## config.mk

```make
export PLATFORM = sky130hd
export DESIGN_NAME = serial_subtractor
export DESIGN_NICKNAME = d
export VERILOG_FILES = /design/src/rtl/serial_subtractor.sv
export SDC_FILE = /design/constraint.sdc
export NUM_CORES = 1
export LEC_CHECK = 0
export BUFFER_PORTS_ARGS = -buffer_cell sky130_fd_sc_hd__buf_4
export CORE_ASPECT_RATIO = 1.75
export CORE_MARGIN = 2
export CORE_UTILIZATION = 40
export CTS_CLUSTER_SIZE = 28
export DETAILED_ROUTE_END_ITERATION = 10
export GPL_ROUTABILITY_DRIVEN = 0
export SLEW_MARGIN = 20
export SYNTH_ARGS = -nofsm -noshare
export SYNTH_HDL_FRONTEND = slang
export SYNTH_SLANG_ARGS = --single-unit
```

## constraint.sdc

```tcl
create_clock -name clk -period 2 [get_ports clk]
set_input_delay 0 -clock clk [delete_from_list [all_inputs] [get_ports clk]]
set_output_delay 0 -clock clk [all_outputs]
set_load 0.02 [all_outputs]
```

## src/rtl/serial_subtractor.sv

```systemverilog
// Bit-serial unsigned subtractor: diff = a - b, one bit per clock, LSB first.
// One full-subtractor cell plus a borrow flop; start/busy/done handshake.
module serial_subtractor #(
    parameter int WIDTH = 8
) (
    input  logic             clk,
    input  logic             rst,
    input  logic             start_in,
    input  logic [WIDTH-1:0] a_in,
    input  logic [WIDTH-1:0] b_in,
    output logic [WIDTH-1:0] diff_out,
    output logic             borrow_out,
    output logic             busy_out,
    output logic             done_out
);

    localparam int CW = (WIDTH > 1) ? $clog2(WIDTH) : 1;

    typedef enum logic [1:0] {
        IDLE,
        SHIFT,
        DONE
    } state_t;

    state_t state;
    state_t state_nxt;

    logic [WIDTH-1:0] a_sr;
    logic [WIDTH-1:0] b_sr;
    logic [WIDTH-1:0] res_sr;
    logic [CW-1:0]    cnt;
    logic             bor;

    logic a_bit;
    logic b_bit;
    logic d_bit;
    logic bor_nxt;
    logic last_bit;

    always_comb begin
        a_bit    = a_sr[0];
        b_bit    = b_sr[0];
        d_bit    = a_bit ^ b_bit ^ bor;
        bor_nxt  = (~a_bit & b_bit) | (~(a_bit ^ b_bit) & bor);
        last_bit = (cnt == CW'(WIDTH - 1));
    end

    always_ff @(posedge clk or posedge rst) begin
        if (rst) begin
            state <= IDLE;
        end else begin
            state <= state_nxt;
        end
    end

    always_comb begin
        state_nxt = state;
        busy_out  = 1'b0;
        done_out  = 1'b0;
        unique case (state)
            IDLE: begin
                if (start_in) begin
                    state_nxt = SHIFT;
                end
            end
            SHIFT: begin
                busy_out = 1'b1;
                if (last_bit) begin
                    state_nxt = DONE;
                end
            end
            DONE: begin
                done_out  = 1'b1;
                state_nxt = IDLE;
            end
            default: begin
                state_nxt = IDLE;
            end
        endcase
    end

    // Result fills from the top so bit i settles at position i after WIDTH steps.
    always_ff @(posedge clk or posedge rst) begin
        if (rst) begin
            a_sr       <= '0;
            b_sr       <= '0;
            res_sr     <= '0;
            cnt        <= '0;
            bor        <= 1'b0;
            diff_out   <= '0;
            borrow_out <= 1'b0;
        end else begin
            if (state == IDLE && start_in) begin
                a_sr <= a_in;
                b_sr <= b_in;
                bor  <= 1'b0;
                cnt  <= '0;
            end else if (state == SHIFT) begin
                a_sr   <= a_sr >> 1;
                b_sr   <= b_sr >> 1;
                res_sr <= {d_bit, res_sr[WIDTH-1:1]};
                bor    <= bor_nxt;
                if (last_bit) begin
                    diff_out   <= {d_bit, res_sr[WIDTH-1:1]};
                    borrow_out <= bor_nxt;
                end else begin
                    cnt <= cnt + CW'(1);
                end
            end
        end
    end

endmodule

```

After elaboration in Yosys (flattened, before gate mapping)
Index checks and enable logic that the tools add are counted.
{"block": "totals", "word_cells": 44, "reg_bits": 39, "output_inout_bits": 11, "input_bits": 19}
{"block": "op_classes", "n_bitwise": 8, "addsub": 1, "n_mux": 14, "n_eq_ne": 6, "n_reduce_logical": 7}
{"cell": "8-bit 2-to-1 mux", "count": 4}
{"cell": "3-bit 2-to-1 mux", "count": 3}
{"cell": "2-bit AND reduction", "count": 3}
{"cell": "1-bit 2-to-1 mux", "count": 4}
{"cell": "2-bit 2-to-1 mux", "count": 2}
{"cell": "2-bit != test, second input constant", "count": 2}
{"cell": "2-bit case mux with 2 select lines", "count": 1}
{"cell": "3-bit by 1-bit adder with 3-bit output, second input constant", "count": 1}
{"cell": "3-bit == test, second input constant", "count": 1}
{"cell": "1-bit inverter", "count": 3}
{"cell": "3-bit AND reduction", "count": 1}
{"cell": "1-bit bitwise AND", "count": 2}
{"cell": "2-bit by 1-bit == test with 1-bit output, second input constant", "count": 1}
{"cell": "2-bit == test, second input constant", "count": 1}
{"cell": "2-bit logical NOT", "count": 1}
{"cell": "2-bit by 1-bit != test with 1-bit output, second input constant", "count": 1}
{"cell": "2-bit nonzero test", "count": 1}
{"cell": "1-bit bitwise XOR", "count": 2}
{"cell": "1-bit logical AND", "count": 1}
{"cell": "1-bit OR", "count": 1}

Longest topological paths before layout
Gate-level depths: netlist of run 1.
{"block": "depth", "depth_word": 6, "ltp_mapped": 5, "ltp_nobuf": 4}

Worst setup path before layout of run 1
Ideal clock, no wire load.
{"block": "synth_timing", "kind": "reg-to-reg", "startpoint": "register cnt[0]", "endpoint": "register diff_out[0]", "slack_ns": 0.478, "path_buffers": 1, "period_less_slack_ns": 1.522, "t_arrival_ns": 1.397, "path_stages_with_launch": 6, "t_required_ns": 1.875, "setup_time_ns": 0.125, "cell_sequence": "dfrtp_1 -> ha_1 -> ha_1 -> nand3b_1 -> buf_4 -> mux2_4"}
{"block": "synth_between", "elab_chain_cells": 2}
{"element": "start, declared", "line_no": "31", "text": "logic [CW-1:0] cnt;"}
{"element": "start signal, assigned", "line_no": "107", "text": "cnt <= cnt + CW'(1);"}
{"element": "3-bit == test", "line_no": "45", "text": "last_bit = (cnt == CW'(WIDTH - 1));"}
{"element": "3-bit AND reduction (no source line)"}
{"element": "end signal, assigned", "line_no": "104", "text": "diff_out <= {d_bit, res_sr[WIDTH-1:1]};"}
{"element": "end, declared", "line_no": "11", "text": "output logic [WIDTH-1:0] diff_out,"}
No other way between the ends.
A chain may end at the register's enable or synchronous reset.

Final worst setup path of run 1
{"block": "layout_timing", "startpoint": "register cnt[0]", "endpoint": "register diff_out[6]"}
Same word-level chain as after synthesis.

==> results of run 1 <==
[layout make-up]
class / instances / area, µm²
Sequential cell: 38 / 951
Timing Repair Buffer: 37 / 285
Tap cell: 51 / 63.8
Fill cell: 391 / 2190
Clock inverter: 1 / 5.00
Clock buffer: 7 / 86.3
Inverter: 19 / 73.8
Multi-Input combinational cell: 78 / 708
[final timing paths]
check | to | start | slack (ps) | depth (start not counted)
max in group asynchronous | diff_out[1] | rst | 1280 | 4
min reg2reg | bor | bor | 490 | 1
max | diff_out[6] | cnt[0] | 370 | 5
max reg2reg | diff_out[6] | cnt[0] | 370 | 5
min in group asynchronous | cnt[0] | rst | 370 | 4
min | b_sr[3] | b_in[3] | 40 | 3
[cells in the final DEF (no fill, tap or decap), drive strengths merged]
master       netlist  layout
dfrtp             38      38
buf               10      34
inv               19      19
nor4b             15      15
mux2              15      15
a221oi            14      14
nor2              11      11
clkbuf             1       7
and3               3       3
a211o              3       3
dlygate4sd3        0       3
nor4bb             2       2
a22o               2       2
nand2b             2       2
ha                 2       2
o21bai             1       1
or2b               1       1
o2bb2ai            1       1
nor3b              1       1
nand3b             1       1
mux2i              1       1
a21oi              1       1
nor2b              1       1
fa                 1       1
clkinv             0       1
[per-layer routing]
metal | vias up | wire length, µm | GRT usage
met5 | - | 0 | 0
met2 | 32 | 1810 | 0.263
met4 | 0 | 54 | 0.0688
met3 | 7 | 158 | 0.0479
li1 | 589 | - | -
met1 | 603 | 1320 | 0.166
[power breakdown]
part	leakage (µW)	internal (µW)	switching, µW	total, µW
combinational	0.000561	705	674	1380
clock	0.0000482	278	261	539
sequential	0.000446	1140	206	1350
[cells by family after synthesis]
| group | count (synthesis) |
|---|---|
| mux | 16 |
| compound gates | 22 |
| simple gates | 37 |
| fa+ha+maj | 3 |
| buf+inv | 30 |
| flops | 38 |
[critical path, stage by stage (launching register included)]
cell                       delay, ps
sky130_fd_sc_hd__dfrtp_1         410
sky130_fd_sc_hd__ha_1            220
sky130_fd_sc_hd__ha_1            250
sky130_fd_sc_hd__nand3b_1        110
sky130_fd_sc_hd__buf_4           220
sky130_fd_sc_hd__mux2_4          320
[metrics by stage]
stage / cell area, µm² / total power (µW)
after global routing: 2170 / 3530
after CTS: 2170 / 3320
after global placement: 2050 / 2690
final: 2170 / 3260
after detailed placement: 2050 / 2770
after floorplan: 1810 / 2390
[flip-flops by register name, summed over array words and instances (netlist names)]
signal,count
bor,1
borrow_out,1
diff_out,8
state,2
res_sr,7
a_sr,8
cnt,3
b_sr,8
[timing repair]
item / 4_1_cts / 5_1_grt
setup buffers: 0 / 0
hold endpoints to repair: 40 / 0
hold buffers: 3 / 0
==> results.txt, run 1 <==
- The run finished with clean final reports.
- Summed over all nets, the half-perimeter wirelength after detailed placement is 2.34 mm.
- Utilization of the core after routing: 0.498
- For this block, the routed nets add up to 3.34 mm of wire.
* Number of cell rows: 32
* Worst clock skew on the final layout: 7.85 ps
* Cell area after synthesis: 1810 µm²
- At the pin with the least slew margin, the transition time is 481 ps.
- Skew-Pair Late Insertion Delay: 290 ps
- Setup slack closes at 369 ps.
* Number of buffers inserted by port buffering: 29
* Async set-or-reset flop fraction in the synthesized netlist: 1.00
* # clock sinks: 38
- The clock passes through at most 2 buffers.
* Worst path required time: 2180 ps
- The synthesized design contains 0 enable-type register cells.
- Fraction of final layout cells with drive strength greater than 1: 0.294
- Synth area leaders: sky130_fd_sc_hd__dfrtp_1, sky130_fd_sc_hd__nor4b_1, sky130_fd_sc_hd__mux2_4, sky130_fd_sc_hd__a221oi_1, sky130_fd_sc_hd__mux2_1
- Initial core utilization: 0.415
- Of all nets on the critical path, the largest fanout is 10.
* Worst path arrival time: 1810 ps
- The clock tree synthesis step divided the H-tree into 2 levels.
* Setup repair after global routing missed its margin: no
- The worst setup path is launched from a flip-flop.
* Post-detailed-route wirelength per cell: 14.5 µm
* First-iteration detailed-routing DRC count: 16
* Placement Setup Slack: 362 ps
* Number of inserted diodes: 0
* Clock edge transition at the registers on the reported setup and hold paths: 80 ps
- Cell count after placement: 220
- The worst path needs 1630 ps of the cycle, external delays included.
- Post-synthesis instance total: 146
- For this block, the via count after detailed routing is 1231.
- In the final design database the tool counted 201 nets.
* Reported leakage power: 0.00106 µW
* Portion of the post-synthesis area used by sequential elements: 0.525
* Max Cap Viol: 0
* Compound-Gate Fraction of Synth Area: 0.107
- From synthesis to final layout, the design area changed by 20.0%.
* Wire length of the first global-routing pass: 5.72 mm
- Area fraction of the dominant cell type after synthesis: 0.525
- The first detailed-routing pass took 5 iterations.
* Top-count cell post-synth: sky130_fd_sc_hd__dfrtp_1
* Setup TNS Final: 0 ps
- Upper clock frequency limit: 613 MHz
- For this run, the leading register cell type out of synthesis is sky130_fd_sc_hd__dfrtp_1.
* Count of pins over their slew limit: 0
* Total global routing track utilization: 0.155
- 30 I/O pins were placed.
* Endpoint type of the worst setup path: flip-flop
- For this run, the number of Yosys warnings is 0.
* Hold WC Path Type: primary input to flip-flop
* Synth unique cells: 29
- Post-cts sizing count: 0
- DIE WIDTH: 54.9 µm
* Setup Crit Path Kind: flip-flop to flip-flop
- Xor and xnor area share after synthesis: 0
- The die is 93 µm tall.
- The synthesized design contains 38 register bits.
* Period Utilization, post-route: 0.815
- Worst VDD drop: 0.000746 V
* Adder-Cell Fraction of Synth Area: 0.0249
- Leading cell types by count after synthesis: sky130_fd_sc_hd__dfrtp_1, sky130_fd_sc_hd__inv_1, sky130_fd_sc_hd__nor4b_1
- Synthesized area per cell: 12.4 µm²
- In this run the power density over the cells is 1500 nW/µm².
* Root buffer cell: sky130_fd_sc_hd__clkbuf_8
- The portion of synthesized area spent on multiplexers is 0.115.
* Initial antenna violation count: 0
- The detail route stage leaves a number of antenna-violating nets equal to 0.
- The tightest hold path in the finished design has a slack of 39.1 ps.
* Global-route congestion overflow total: 0
- Final setup vio count: 0
- For this run, design rule violations remaining after detail routing come to 0.
- After floorplanning, the core was sized to cover 4360 µm².
- In this run the tightest slew margin relative to its limit is 0.680.
- Pin count of the biggest net entering global routing: 39
- TritonCTS built the clock tree.
* CTS buffer count: 5
- Final number of hold-violating endpoints: 0
* Area enclosed by the die boundary: 5100 µm²
* Drt via density: 5.33
- Net Count, Synth: 168
- Combinational family with the most area after synthesis: simple AND/OR/NAND/NOR gates
- Top cell type by total area after synthesis: sky130_fd_sc_hd__dfrtp_1
- Via count of the first global-routing pass: 1265
* Synthesized-area fraction occupied by and/or/nand/nor cells: 0.144
- Number of standard cells in the final layout excluding fillers: 231
Power figures use the tool's default switching activity.
==> run 2, diff against run 1 <==
Clock period 2 ns to 1.71 ns, I/O delays scaled along.
==> results.txt, run 2 (synthesis results as in run 1) <==
- Maximum root-to-sink buffer count: 2 (unchanged)
* Final number of hold-violating endpoints: 0 (unchanged)
* Total global routing track utilization: 0.153 (was 0.155)
- The number of setup buffers added after CTS came to 0 (unchanged).
* Hold WC Path Type: primary input to flip-flop (unchanged)
* FF-to-FF End: diff_out[3] (was diff_out[6])
- Number of cell rows: 32 (unchanged)
* Root buffer cell: sky130_fd_sc_hd__clkbuf_8 (unchanged)
* Initial core utilization: 0.415 (unchanged)
* Period Utilization, post-route: 0.892 (was 0.815)
- Nets: 204 (was 201)
* Reported leakage power: 0.00109 µW (was 0.00106 µW)
- Clock edge transition at the registers on the reported setup and hold paths: 70 ps (was 80 ps)
* # clock sinks: 38 (unchanged)
- Die Ht: 93 µm (unchanged)
- Switching share of power: 0.335 (was 0.349)
* Total power density per cell area: 1800 nW/µm² (was 1500 nW/µm²)
* Worst clock skew on the final layout: 9.33 ps (was 7.85 ps)
- Setup repair after global routing missed its margin: no (unchanged)
- The antenna violation net count after detailed routing was 0 (unchanged).
- Number of inserted diodes: 0 (unchanged)
- Kind of launch point of the worst setup path: flip-flop (unchanged)
- Initial antenna violation count: 0 (unchanged)
- Final setup vio count: 0 (unchanged)
* Post-detailed-route wirelength per cell: 14.8 µm (was 14.5 µm)
- The pin count of the biggest net entering global routing came to 39 (unchanged).
- The placed wire-length estimate after detailed placement is 2.45 mm (was 2.34 mm).
- Combinational Power Share: 0.411 (was 0.422)
- Worst Tran Pin Value: 491 ps (was 481 ps)
- The kind of critical path was flip-flop to flip-flop (unchanged).
* Worst path required time: 1870 ps (was 2180 ps)
- Relative slew margins: 0.673 (was 0.680)
- The H-tree depth was 2 (unchanged).
- The total internal power came to 2660 µW (was 2120 µW).
- Wire length of the first global-routing pass: 5.72 mm (unchanged)
- Max Cap Viol: 0 (unchanged)
- Worst hold slack: 49.6 ps (was 39.1 ps)
* Endpoint type of the worst setup path: flip-flop (unchanged)
- Worst hold stages: 3 (unchanged)
* Area enclosed by the die boundary: 5100 µm² (unchanged)
* First-iteration detailed-routing DRC count: 12 (was 16)
- Most frequent cells in the layout: sky130_fd_sc_hd__dfrtp_1, sky130_fd_sc_hd__buf_4, sky130_fd_sc_hd__inv_1 (unchanged)
- The latest clock arrival within the worst-skew pair was 280 ps (was 290 ps).
* CTS buffer count: 5 (unchanged)
* Total power draw: 4000 µW (was 3260 µW)
- Maximum fanout encountered on the critical timing path: 10 (unchanged)
* Fraction of final layout cells with drive strength greater than 1: 0.308 (was 0.294)
* Number of buffers inserted by port buffering: 29 (unchanged)
* Clock tree from TritonCTS: done (unchanged)
- Count of pins over their slew limit: 0 (unchanged)
- The iteration count of the initial detailed-routing pass was 4 (was 5).
- The startpoint of the lowest-slack hold path is b_in[3] (unchanged).
* Syn-to-layout area delta: 23.2% (was 20.0%)
- Flop pwr share: 0.399 (was 0.413)
* Critical Path Start: cnt[0] (unchanged)
* Post-cts sizing count: 0 (unchanged)
- The post-route minimum period is 1530 ps (was 1630 ps).
- Depth of the worst register-to-register path: 5 (unchanged)
* Register-to-register path setup slack: 180 ps (was 370 ps)
- Worst VDD drop: 0.000901 V (was 0.000746 V)
- Total detailed-routing wirelength: 3.45 mm (was 3.34 mm)
* Worst path arrival time: 1680 ps (was 1810 ps)
- The final routed DRC violation total is 0 (unchanged).
* Result of the run: complete, no violations (unchanged)
* DIE WIDTH: 54.9 µm (unchanged)
- Upper clock frequency limit: 655 MHz (was 613 MHz)
* Vias post-DR: 1230 (was 1231)
- The commonest non-fill, non-tap cell in the layout is sky130_fd_sc_hd__dfrtp_1 (unchanged).
- The detail-routed via count per cell is 5.28 (was 5.33).
- The overflow left after global routing was 0 (unchanged).
* Net switching power of the design: 1340 µW (was 1140 µW)
- Setup TNS Final: 0 ps (unchanged)
* Largest registers in the final layout: a_sr: 8 flops, b_sr: 8 flops, diff_out: 8 flops (unchanged)
* Clock group share of total power: 0.191 (was 0.165)
* Capture endpoint of the worst hold path: b_sr[3] (unchanged)
* I/O pin cnt: 30 (unchanged)
- The via count of the first global-routing pass is 1285 (was 1265).
* Std-Cell Core Area: 4360 µm² (unchanged)
- Reg-to-reg startpoint: cnt[0] (unchanged)
-- run 2: cell types whose count changed in the layout (fill, tap and decap cells not counted) --
| cell | change |
|---|---|
| sky130_fd_sc_hd__buf_4 | +2 |
| sky130_fd_sc_hd__buf_12 | +1 |
| sky130_fd_sc_hd__bufinv_16 | +1 |
| sky130_fd_sc_hd__clkbuf_1 | -1 |
| sky130_fd_sc_hd__clkinv_2 | -1 |
-- run 2: repair_timing --
action                                  CTS  global route
hold buffers                              3             0
hold endpoints to repair                 40             0
endpoints found under the setup margin    0             0
-- run 2: worst max path at each step --
stage | end | cells after the start
after detailed placement | diff_out[3] | 5
after floorplan | diff_out[0] | 5
after global placement | diff_out[7] | 5
after global routing | diff_out[3] | 5
final | diff_out[3] | 5
after CTS | diff_out[3] | 5
-- run 2: layout make-up --
type	instances	area (µm²)
fill	390	2130
clock inverter	1	30.0
tap	51	63.8
timing repair buffer	40	320
multi-input combinational	78	708
sequential	38	951
clock buffer	6	82.6
inverter	19	73.8
-- run 2: metrics by stage --
step	std cells	setup slack (ps)	area, µm²	util
CTS	233	181	2230	0.511
floorplan	146	188	1810	-
global placement	223	237	2090	0.478
global route	233	114	2230	0.511
finish	233	184	2230	0.511
detailed placement	223	200	2090	0.478
-- run 2: layer usage --
layer	up-vias	share of wire	GRT usage
met2	25	0.54	0.261
met1	609	0.42	0.177
met3	2	0.032	0.0367
met5	-	0	0
li1	594	-	-
met4	0	0.0087	0.0563
-- run 2: power groups by stage --
stage	clock network [µW]	logic, µW	registers, µW
after floorplan	0	1130	1670
after global placement	0	1610	1590
after detailed placement	0	1680	1620
after CTS	790	1680	1610
after global routing	827	1850	1660
final	764	1640	1600
-- run 2: critical path, cell delays in order (launching register included) --
cell and delay, ps:
sky130_fd_sc_hd__dfrtp_1 420, sky130_fd_sc_hd__ha_1 210, sky130_fd_sc_hd__ha_1 190, sky130_fd_sc_hd__nand3b_1 130, sky130_fd_sc_hd__buf_12 160, sky130_fd_sc_hd__mux2_4 300
==> run 3, diff against run 2 <==
Settings changed: PLACE_DENSITY set to 0.62.
==> results.txt, run 3 (synthesis results as in run 1) <==
- The clock buffer count from CTS came to 5 (unchanged).
* Minimum clock period: 1630 ps (was 1530 ps)
- Initial core utilization: 0.415 (unchanged)
* I/O pin cnt: 30 (unchanged)
- The proportion of total power due to net switching came to 0.350 (was 0.335).
- The cell count after placement was 221 (was 223).
- The total power divided by cell area was 1730 nW/µm² (was 1800 nW/µm²).
- The routed wire length was 3.30 mm (was 3.45 mm).
* Number of search-and-repair iterations in the first detailed-routing pass: 4 (unchanged)
- The final routed DRC violation total is 0 (unchanged).
* Root buffer cell: sky130_fd_sc_hd__clkbuf_8 (unchanged)
- Worst hold stages: 3 (unchanged)
- Capture endpoint of the worst hold path: b_sr[3] (unchanged)
- First-iteration detailed-routing DRC count: 17 (was 12)
- The count of instances resized after the clock tree is built was 0 (unchanged).
- The number of setup buffers added after CTS came to 0 (unchanged).
- The global router's overall resource usage is 0.154 (was 0.153).
* Number of cell rows: 32 (unchanged)
- Max Cap Viol: 0 (unchanged)
- The final worst-path cycle share was 0.952 (was 0.892).
- The count of nets after finishing came to 202 (was 204).
* Clock group share of total power: 0.150 (was 0.191)
- Vias post-DR: 1251 (was 1230)
- Most frequent cells in the layout: sky130_fd_sc_hd__dfrtp_1, sky130_fd_sc_hd__buf_4, sky130_fd_sc_hd__inv_1 (unchanged).
- The total non-filler cell area in the finished layout is 2190 µm² (was 2230 µm²).
- The pin count of the biggest net entering global routing came to 39 (unchanged).
- The antenna violation net count after detailed routing came to 0 (unchanged).
- Worst path arrival time: 1800 ps (was 1680 ps)
- Setup TNS Final: 0 ps (unchanged)
- Kind of launch point of the worst setup path: flip-flop (unchanged)
- The global-route wire length before repair came to 5.77 mm (was 5.72 mm).
- Fraction of final layout cells with drive strength greater than 1: 0.300 (was 0.308)
- Result of the run: complete, no violations (unchanged).
* Setup Crit Path Kind: flip-flop to flip-flop (unchanged)
- The final-report max-slew violation count is 0 (unchanged).
- The area enclosed by the die boundary was 5100 µm² (unchanged).
* Number of inserted diodes: 0 (unchanged)
- Post-DP HPWL: 2.34 mm (was 2.45 mm)
- Drt via density: 5.42 (was 5.28)
- The number of non-filler instances in the completed layout came to 231 (was 233).
- The number of endpoints failing setup at the final stage came to 0 (unchanged).
- Register-to-register path setup slack: 80 ps (was 180 ps)
- Largest registers in the final layout: a_sr: 8 flops, b_sr: 8 flops, diff_out: 8 flops (unchanged)
- # clock sinks: 38 (unchanged)
- Setup repair after global routing missed its margin: no (unchanged)
- The required time of the critical path was 1880 ps (was 1870 ps).
- Global-route congestion overflow total: 0 (unchanged)
- The clock-pin slew on the worst setup and hold paths was 70 ps (about the same).
* Maximum level of the CTS H-tree: 2 (unchanged)
- The commonest non-fill, non-tap cell in the layout was sky130_fd_sc_hd__dfrtp_1 (unchanged).
- Net switching power of the design: 1330 µW (was 1340 µW)
* Worst VDD drop: 0.000986 V (was 0.000901 V)
- Die Ht: 93 µm (unchanged)
- The total internal power came to 2460 µW (was 2660 µW).
- The standard cell core area came to 4360 µm² (unchanged).
- The normalized max-slew margin is 0.680 (was 0.673).
- The clock tree skew after final layout was 4.21 ps (was 9.33 ps).
* Total power draw: 3790 µW (was 4000 µW)
- The number of buffers between clock root and the deepest sink is 2 (unchanged).
- Skew-Pair Late Insertion Delay: 280 ps (about the same)
- The leakage dissipation is 0.00107 µW (was 0.00109 µW).
* Post-detailed-route wirelength per cell: 14.3 µm (was 14.8 µm)
- Clock tree from TritonCTS: done (unchanged)
* Depth of the worst register-to-register path: 5 (unchanged)
- Maximum fanout encountered on the critical timing path: 10 (unchanged)
* Area of placed instances: 2080 µm² (was 2090 µm²)
* Number of buffers inserted by port buffering: 29 (unchanged)
- The width of the die came to 54.9 µm (unchanged).
* Via count of the first global-routing pass: 1337 (was 1285)
- Combinational Power Share: 0.435 (was 0.411)
- Hold WC Path Type: primary input to flip-flop (unchanged)
* Utilization of the core after routing: 0.503 (was 0.511)
* Flop pwr share: 0.415 (was 0.399)
* Endpoint type of the worst setup path: flip-flop (unchanged)
- Worst Tran Pin Value: 479 ps (was 491 ps)
- FF-to-FF End: diff_out[0] (was diff_out[3])
- Initial antenna violation count: 0 (unchanged)
- The synthesis-to-finish area growth is 21.1% (was 23.2%).
* Upper clock frequency limit: 614 MHz (was 655 MHz)
* Final number of hold-violating endpoints: 0 (unchanged)
- The launch instance of the worst register-to-register path is cnt[0] (unchanged).
- The startpoint of the lowest-slack hold path is b_in[3] (unchanged).
-- run 3: changes by cell type in the layout (fill, tap and decap cells not counted), sizes merged --
cell,change
buf,-2
clkinv,+2
bufinv,-1
clkbuf,-1
-- run 3: power groups by stage --
stage,registers (µW),clock network [µW],logic [µW]
floorplan,1670,0,1130
global placement,1570,0,1610
detailed placement,1600,0,1670
CTS,1580,594,1690
global route,1640,627,1850
finish,1570,568,1650
-- run 3: critical path, stage by stage (launching register included) --
cell and delay (ps):
sky130_fd_sc_hd__dfrtp_1 410, sky130_fd_sc_hd__ha_1 220, sky130_fd_sc_hd__ha_1 260, sky130_fd_sc_hd__nand3b_1 160, sky130_fd_sc_hd__buf_12 160, sky130_fd_sc_hd__mux2_4 300
-- run 3: per-layer routing --
metal | track usage | vias up | share of wire
met3 | 0.0399 | 5 | 0.037
met1 | 0.176 | 622 | 0.42
li1 | - | 592 | -
met4 | 0.0625 | 0 | 0.018
met5 | 0 | - | 0
met2 | 0.259 | 32 | 0.52
-- run 3: stage by stage --
stage / setup slack, ps / hold slack, ps
CTS: 69.5 / 30.9
global route: 14.8 / 49.1
floorplan: 188 / 133
detailed placement: 91.8 / 157
finish: 81.7 / 45.0
global placement: 166 / 145
-- run 3: worst max path at each step --
stage	startpoint	endpoint	slack, ps	cells past startpoint
6_report	cnt[0]	diff_out[0]	80	5
5_1_grt	cnt[0]	diff_out[0]	10	5
4_1_cts	cnt[0]	diff_out[0]	70	5
3_5_place_dp	cnt[0]	diff_out[0]	90	5
3_3_place_gp	cnt[0]	diff_out[7]	170	5
2_1_floorplan	cnt[0]	diff_out[0]	190	5
-- run 3: timing repair --
action | CTS | global route
hold buffers | 3 | 0
setup endpoints to repair | 0 | 0
hold endpoints to repair | 40 | 0
-- run 3: cell type report --
class | instances | area (µm²)
fill | 385 | 2170
multi-input combinational | 78 | 708
clock inverter | 2 | 10.0
clock buffer | 5 | 68.8
tap | 51 | 63.8
timing repair buffer | 38 | 318
inverter | 19 | 73.8
sequential | 38 | 951
